### config.mk
export PLATFORM = sky130hd
export DESIGN_NAME = fifo_write_arbiter_flat
export DESIGN_NICKNAME = d
export VERILOG_FILES = /design/src/rtl/fifo_write_arbiter_if.sv /design/src/rtl/fifo_write_arbiter.sv /design/src/flat_wrapper.sv
export SDC_FILE = /design/constraint.sdc
export NUM_CORES = 1
export LEC_CHECK = 0
export CORE_ASPECT_RATIO = 0.75
export CORE_MARGIN = 4
export CORE_UTILIZATION = 40
export DETAILED_ROUTE_END_ITERATION = 7
export HOLD_SLACK_MARGIN = 0.06
export PLACE_DENSITY_LB_ADDON = 0.12
export SYNTH_ARGS = -nofsm -noshare
export SYNTH_HDL_FRONTEND = slang
export SYNTH_SLANG_ARGS = --single-unit
### constraint.sdc
create_clock -name i_clk -period 9.05 [get_ports i_clk]
set_input_delay 2.715 -clock i_clk [delete_from_list [all_inputs] [get_ports i_clk]]
set_output_delay 2.715 -clock i_clk [all_outputs]
set_load 0.02 [all_outputs]
### src/rtl/fifo_write_arbiter_if.sv
// Handshake bundle between NUM_REQ producers, the write arbiter and one FIFO write port.
// The producer/FIFO side drives through master; the arbiter connects through slave.
interface fifo_write_arbiter_if #(
    parameter int NUM_REQ     = 4,
    parameter int WORD_LENGTH = 8,
    parameter int ID_W        = (NUM_REQ > 1) ? $clog2(NUM_REQ) : 1
);
    logic [NUM_REQ-1:0]             i_req_valid;
    logic [NUM_REQ*WORD_LENGTH-1:0] i_req_data;
    logic [NUM_REQ-1:0]             o_req_ready;
    logic                           i_fifo_full;
    logic                           o_fifo_write_en;
    logic [WORD_LENGTH-1:0]         o_fifo_data;
    logic                           o_grant_valid;
    logic [ID_W-1:0]                o_grant_id;

    modport master (
        output i_req_valid, i_req_data, i_fifo_full,
        input  o_req_ready, o_fifo_write_en, o_fifo_data, o_grant_valid, o_grant_id
    );

    modport slave (
        input  i_req_valid, i_req_data, i_fifo_full,
        output o_req_ready, o_fifo_write_en, o_fifo_data, o_grant_valid, o_grant_id
    );
endinterface

### src/rtl/fifo_write_arbiter.sv
// Round-robin, burst-limited arbiter sharing one FIFO write port among NUM_REQ producers.
// Grant and data are combinational from state, so words move at one per cycle with no bubbles.
module fifo_write_arbiter #(
    parameter int NUM_REQ     = 4,
    parameter int WORD_LENGTH = 8,
    parameter int MAX_BURST   = 4
) (
    input  logic                i_clk,
    input  logic                i_reset,
    fifo_write_arbiter_if.slave bus
);
    localparam int ID_W  = (NUM_REQ > 1) ? $clog2(NUM_REQ) : 1;
    localparam int CNT_W = $clog2(MAX_BURST + 1);

    typedef enum logic {
        UNLOCKED = 1'b0,
        LOCKED   = 1'b1
    } state_t;

    state_t           state_q, state_d;
    logic [ID_W-1:0]  last_owner_q, last_owner_d;
    logic [ID_W-1:0]  owner_q, owner_d;
    logic [CNT_W-1:0] burst_cnt_q, burst_cnt_d;

    logic             found;
    logic             locked_grant;
    logic [ID_W-1:0]  grant_id;
    logic [ID_W-1:0]  cand;
    logic             grant_valid;
    logic             transfer;

    // NOTE: state flops use non-blocking assignments so every register samples pre-edge values.
    always_ff @(posedge i_clk or posedge i_reset) begin
        if (i_reset) begin
            state_q      <= UNLOCKED;
            last_owner_q <= ID_W'(NUM_REQ - 1);
            owner_q      <= '0;
            burst_cnt_q  <= '0;
        end else begin
            state_q      <= state_d;
            last_owner_q <= last_owner_d;
            owner_q      <= owner_d;
            burst_cnt_q  <= burst_cnt_d;
        end
    end

    // NOTE: every variable gets a default first so no path through the block infers a latch.
    always_comb begin
        found        = 1'b0;
        locked_grant = 1'b0;
        grant_id     = '0;
        cand         = '0;
        state_d      = state_q;
        last_owner_d = last_owner_q;
        owner_d      = owner_q;
        burst_cnt_d  = burst_cnt_q;
        bus.o_req_ready = '0;
        bus.o_fifo_data = '0;

        if (state_q == LOCKED && bus.i_req_valid[owner_q] &&
            burst_cnt_q < CNT_W'(MAX_BURST)) begin
            found        = 1'b1;
            locked_grant = 1'b1;
            grant_id     = owner_q;
        end else begin
            // last_owner itself is the final candidate, giving everyone else priority.
            for (int i = 1; i <= NUM_REQ; i++) begin
                cand = ID_W'((int'(last_owner_q) + i) % NUM_REQ);
                if (!found && bus.i_req_valid[cand]) begin
                    found    = 1'b1;
                    grant_id = cand;
                end
            end
        end

        grant_valid = found & ~i_reset;
        transfer    = grant_valid & ~bus.i_fifo_full;

        bus.o_grant_valid   = grant_valid;
        bus.o_grant_id      = grant_valid ? grant_id : '0;
        bus.o_fifo_write_en = transfer;
        for (int k = 0; k < NUM_REQ; k++) begin
            if (grant_valid && grant_id == ID_W'(k)) begin
                bus.o_req_ready[k] = transfer;
                bus.o_fifo_data    = bus.i_req_data[k*WORD_LENGTH +: WORD_LENGTH];
            end
        end

        // An owner that drops valid gives up the lock at once; a new grant below may override.
        if (state_q == LOCKED && !bus.i_req_valid[owner_q]) begin
            state_d      = UNLOCKED;
            last_owner_d = owner_q;
            burst_cnt_d  = '0;
        end

        if (transfer) begin
            if (locked_grant) begin
                burst_cnt_d = burst_cnt_q + 1'b1;
                if (burst_cnt_d == CNT_W'(MAX_BURST)) begin
                    state_d      = UNLOCKED;
                    last_owner_d = owner_q;
                end
            end else begin
                owner_d     = grant_id;
                burst_cnt_d = CNT_W'(1);
                if (MAX_BURST == 1) begin
                    state_d      = UNLOCKED;
                    last_owner_d = grant_id;
                end else begin
                    state_d = LOCKED;
                end
            end
        end
    end
endmodule

### src/flat_wrapper.sv
// flat-port wrapper written by rule: the top's interface ports become plain ports
module fifo_write_arbiter_flat 
#(
    parameter int NUM_REQ     = 4,
    parameter int WORD_LENGTH = 8,
    parameter int MAX_BURST   = 4
)
  (i_clk, i_reset, bus_i_req_valid, bus_i_req_data, bus_i_fifo_full, bus_o_req_ready, bus_o_fifo_write_en, bus_o_fifo_data, bus_o_grant_valid, bus_o_grant_id);
  fifo_write_arbiter_if #(.NUM_REQ(NUM_REQ), .WORD_LENGTH(WORD_LENGTH), .ID_W((2))) bus_i ();
  input  logic i_clk;
  input  logic i_reset;
  input wire logic [$bits(bus_i.i_req_valid)-1:0] bus_i_req_valid;
  input wire logic [$bits(bus_i.i_req_data)-1:0] bus_i_req_data;
  input wire logic [$bits(bus_i.i_fifo_full)-1:0] bus_i_fifo_full;
  output wire logic [$bits(bus_i.o_req_ready)-1:0] bus_o_req_ready;
  output wire logic [$bits(bus_i.o_fifo_write_en)-1:0] bus_o_fifo_write_en;
  output wire logic [$bits(bus_i.o_fifo_data)-1:0] bus_o_fifo_data;
  output wire logic [$bits(bus_i.o_grant_valid)-1:0] bus_o_grant_valid;
  output wire logic [$bits(bus_i.o_grant_id)-1:0] bus_o_grant_id;
  assign bus_i.i_req_valid = bus_i_req_valid;
  assign bus_i.i_req_data = bus_i_req_data;
  assign bus_i.i_fifo_full = bus_i_fifo_full;
  assign bus_o_req_ready = bus_i.o_req_ready;
  assign bus_o_fifo_write_en = bus_i.o_fifo_write_en;
  assign bus_o_fifo_data = bus_i.o_fifo_data;
  assign bus_o_grant_valid = bus_i.o_grant_valid;
  assign bus_o_grant_id = bus_i.o_grant_id;
  fifo_write_arbiter #(.NUM_REQ(NUM_REQ), .WORD_LENGTH(WORD_LENGTH), .MAX_BURST(MAX_BURST)) u_core (.i_clk(i_clk), .i_reset(i_reset), .bus(bus_i));
endmodule
==> reports/summary.txt <==
Run status -> finished clean
Slew HR -> 0.635
I/O pin count -> 55
VDD IR max -> 0.147 mV
Slew Viols, Final -> 0
DP Area -> 1470 µm²
Root buf cell -> clkbuf_4
Final ANT Viol Nets -> 0
Leak -> 0.596 nW
R2r setup slk -> 6.98 ns
Core area -> 2100 µm²
Reg2reg path depth -> 5
Seq/Total Area, Yosys -> 0.219
PortBufs -> 54
Post-synth EDFFs -> 0
Routability cong. -> 0.790
Setup Skew -> 0.00535 ns
Post-route cell area -> 1490 µm²
Fillers -> 168
GRT overflow -> 0
Min Tclk post-route -> 8.03 ns
Detail Placement HPWL -> 2650 µm
Worst slew pin tran -> 0.546 ns
N_diodes -> 0
CTS H-tree depth -> 1
Vias per cell -> 6.09
Gate Count Post-Synth -> 116
Delay-heaviest family, CP -> buffers and inverters
Most common cell after layout, fill and taps aside -> clkdlybuf4s50_1
Max cap viols -> 0
Tcrit/Tclk final -> 0.887
DIE AREA -> 3150 µm²
Post-CTS Hold Buffers -> 0
Layout cell share with drive strength beyond 1 -> 0.0947
# setup viols final -> 0
Netlist Area Pre-Place -> 925 µm²
First-pass GRT wire length -> 5340 µm
Worst path slowest cell -> clkdlybuf4s50_1
Critical Path Start -> bus_i_req_valid[1]
Crit. path cell count -> 8
CTS Buf Count -> 3
Initial antenna violation count -> 0
Clk_lat worst skew -> 0.26 ns
Hold WS -> 0.518 ns
Number of core rows -> 14
DRT Pass-1 Iters -> 4
Post-synth ARST share -> 1.00
Most used DFF post-synth -> dfrtp_1
CP Capture Type -> primary output
Vias post-DR -> 1175
Clock-pin slew on the worst setup and hold paths -> 0.06 ns
CP required -> 6.34 ns
Largest net degree at the start of global routing -> 10
DRC viols -> 0
Clock sink count -> 8
R2R Path End -> u_core.last_owner_q[0]$_DFF_PP1_
Final Hold Viols -> 0
Synth warn -> 0
Crit start category -> input port
Crit path to -> bus_o_fifo_data[4]
Vias in the first global route -> 1099
Synth area leader -> dfrtp_1
Post-CTS Setup Inserts -> 0
FF+latch count, synth -> 8
Multi-input gate area -> 674 µm²
FMAX -> 125 MHz
Initial core utilization -> 0.440
Die Wd -> 63.5 µm
CTS resizes -> 0
Largest stage delay on the critical path -> 0.62 ns
CP cell instances -> clkdlybuf4s50_1 > mux2_4 > and2_4 > nor4_4 > a31oi_1 > nor2_4 > a221o_1 > clkdlybuf4s50_1
Crit Path Class -> in -> out
CP max FO -> 8
Cell area power density -> 249 nW/µm²
CP most frequent cell -> clkdlybuf4s50_1
Max clock buf depth -> 2
Top post-synthesis cells by area -> dfrtp_1 16%, a221o_1 8.7%, a21oi_1 7.6%
Final Net Count -> 212
Setup TNS Final -> 0 ns
Worst EP arrival -> 5.32 ns
FF-to-FF Start -> u_core.owner_q[0]$_DFFE_PP0P_
Die Span Y -> 49.6 µm
CTS tree -> done
Wire per inst -> 17.4 µm
Min-Delay Path Class -> reg -> reg
Drt initial violations -> 85
GRT Total Usage -> 0.210
Most frequent cells in the layout -> 54 x clkdlybuf4s50_1, 14 x a21oi_1, 9 x nor2_1, 9 x nand3_1, 9 x o21ai_0
Area share of the largest cell type after synthesis -> 0.162
RSZ-0062 raised after global routing -> false
Seq. cell area -> 203 µm²
Routed WL -> 3370 µm
Synth-to-layout area growth -> 61.4%
Synthesized area per cell -> 7.97 µm²
Netlist cell types -> 42
Buf/Inv on CP -> 2
Syn_nets -> 157
[power by group]
part | total [mW] | switching (mW) | internal, mW | leakage (nW)
Combinational | 0.266 | 0.140 | 0.125 | 0.486
Clock | 0.0288 | 0.0135 | 0.0153 | 0.0138
Sequential | 0.0779 | 0.0246 | 0.0533 | 0.0965
Total | 0.372 | 0.178 | 0.194 | 0.596
[metal layers]
metal / routed length [µm] / vias up / GRT usage
met5: 0 / - / 0
met3: 212 / 5 / 0.0318
met4: 46 / 0 / 0.0538
met1: 1470 / 576 / 0.295
li1: - / 550 / -
met2: 1640 / 44 / 0.333
[how the worst min path moves through the flow]
stage / from / end / slack, ns / cells after the start
floorplan: u_core.burst_cnt_q[0]$_DFFE_PP0P_ / u_core.burst_cnt_q[0]$_DFFE_PP0P_ / 0.47 / 1
finish: u_core.burst_cnt_q[0]$_DFFE_PP0P_ / u_core.burst_cnt_q[0]$_DFFE_PP0P_ / 0.52 / 1
CTS: u_core.burst_cnt_q[0]$_DFFE_PP0P_ / u_core.burst_cnt_q[0]$_DFFE_PP0P_ / 0.52 / 1
detailed placement: u_core.burst_cnt_q[0]$_DFFE_PP0P_ / u_core.burst_cnt_q[0]$_DFFE_PP0P_ / 0.51 / 1
global route: u_core.burst_cnt_q[0]$_DFFE_PP0P_ / u_core.burst_cnt_q[0]$_DFFE_PP0P_ / 0.54 / 1
global placement: u_core.burst_cnt_q[0]$_DFFE_PP0P_ / u_core.burst_cnt_q[0]$_DFFE_PP0P_ / 0.50 / 1
[Yosys cell counts, types with 2 or more instances]
library cell	n
a21oi_1	14
nand3_1	9
nor2_1	9
o21ai_0	9
a221o_1	8
nand2_1	8
dfrtp_1	6
inv_1	5
a31oi_1	3
a32o_1	3
nor3_1	3
buf_2	2
dfstp_2	2
ha_1	2
mux2_1	2
mux2_4	2
mux2i_1	2
nor2_4	2
nor3b_1	2
[cell families (layout without fill, tap and decap cells)]
group / after synthesis / after routing / share of synthesized area
fa+ha+maj: 2 / 2 / 0.0271
mux: 7 / 7 / 0.0907
simple gates: 45 / 45 / 0.287
buf+inv: 10 / 63 / 0.0514
flops: 8 / 8 / 0.219
compound gates: 44 / 44 / 0.325
[sequential cells by signal, indices dropped and copies added, names as in the netlist]
| name | count |
|---|---|
| u_core.burst_cnt_q | 3 |
| u_core.last_owner_q | 2 |
| u_core.owner_q | 2 |
| u_core.state_q | 1 |
[layout make-up]
cell class	instances	share of cell area
Sequential cell	8	0.136
Clock buffer	3	0.0151
Tap cell	24	0.0201
Multi-Input combinational cell	98	0.452
Timing Repair Buffer	54	0.362
Inverter	6	0.0151
[through the flow]
stage / setup WS [ns] / total power, mW / utilization / cells
3_3_place_gp: 1.15 / 0.329 / 0.699 / 190
3_5_place_dp: 1.06 / 0.340 / 0.699 / 190
2_1_floorplan: 2.26 / 0.250 / - / 116
6_report: 1.02 / 0.372 / 0.710 / 193
4_1_cts: 1.05 / 0.369 / 0.710 / 193
5_1_grt: 0.867 / 0.397 / 0.710 / 193
Power figures use the tool's default switching activity.
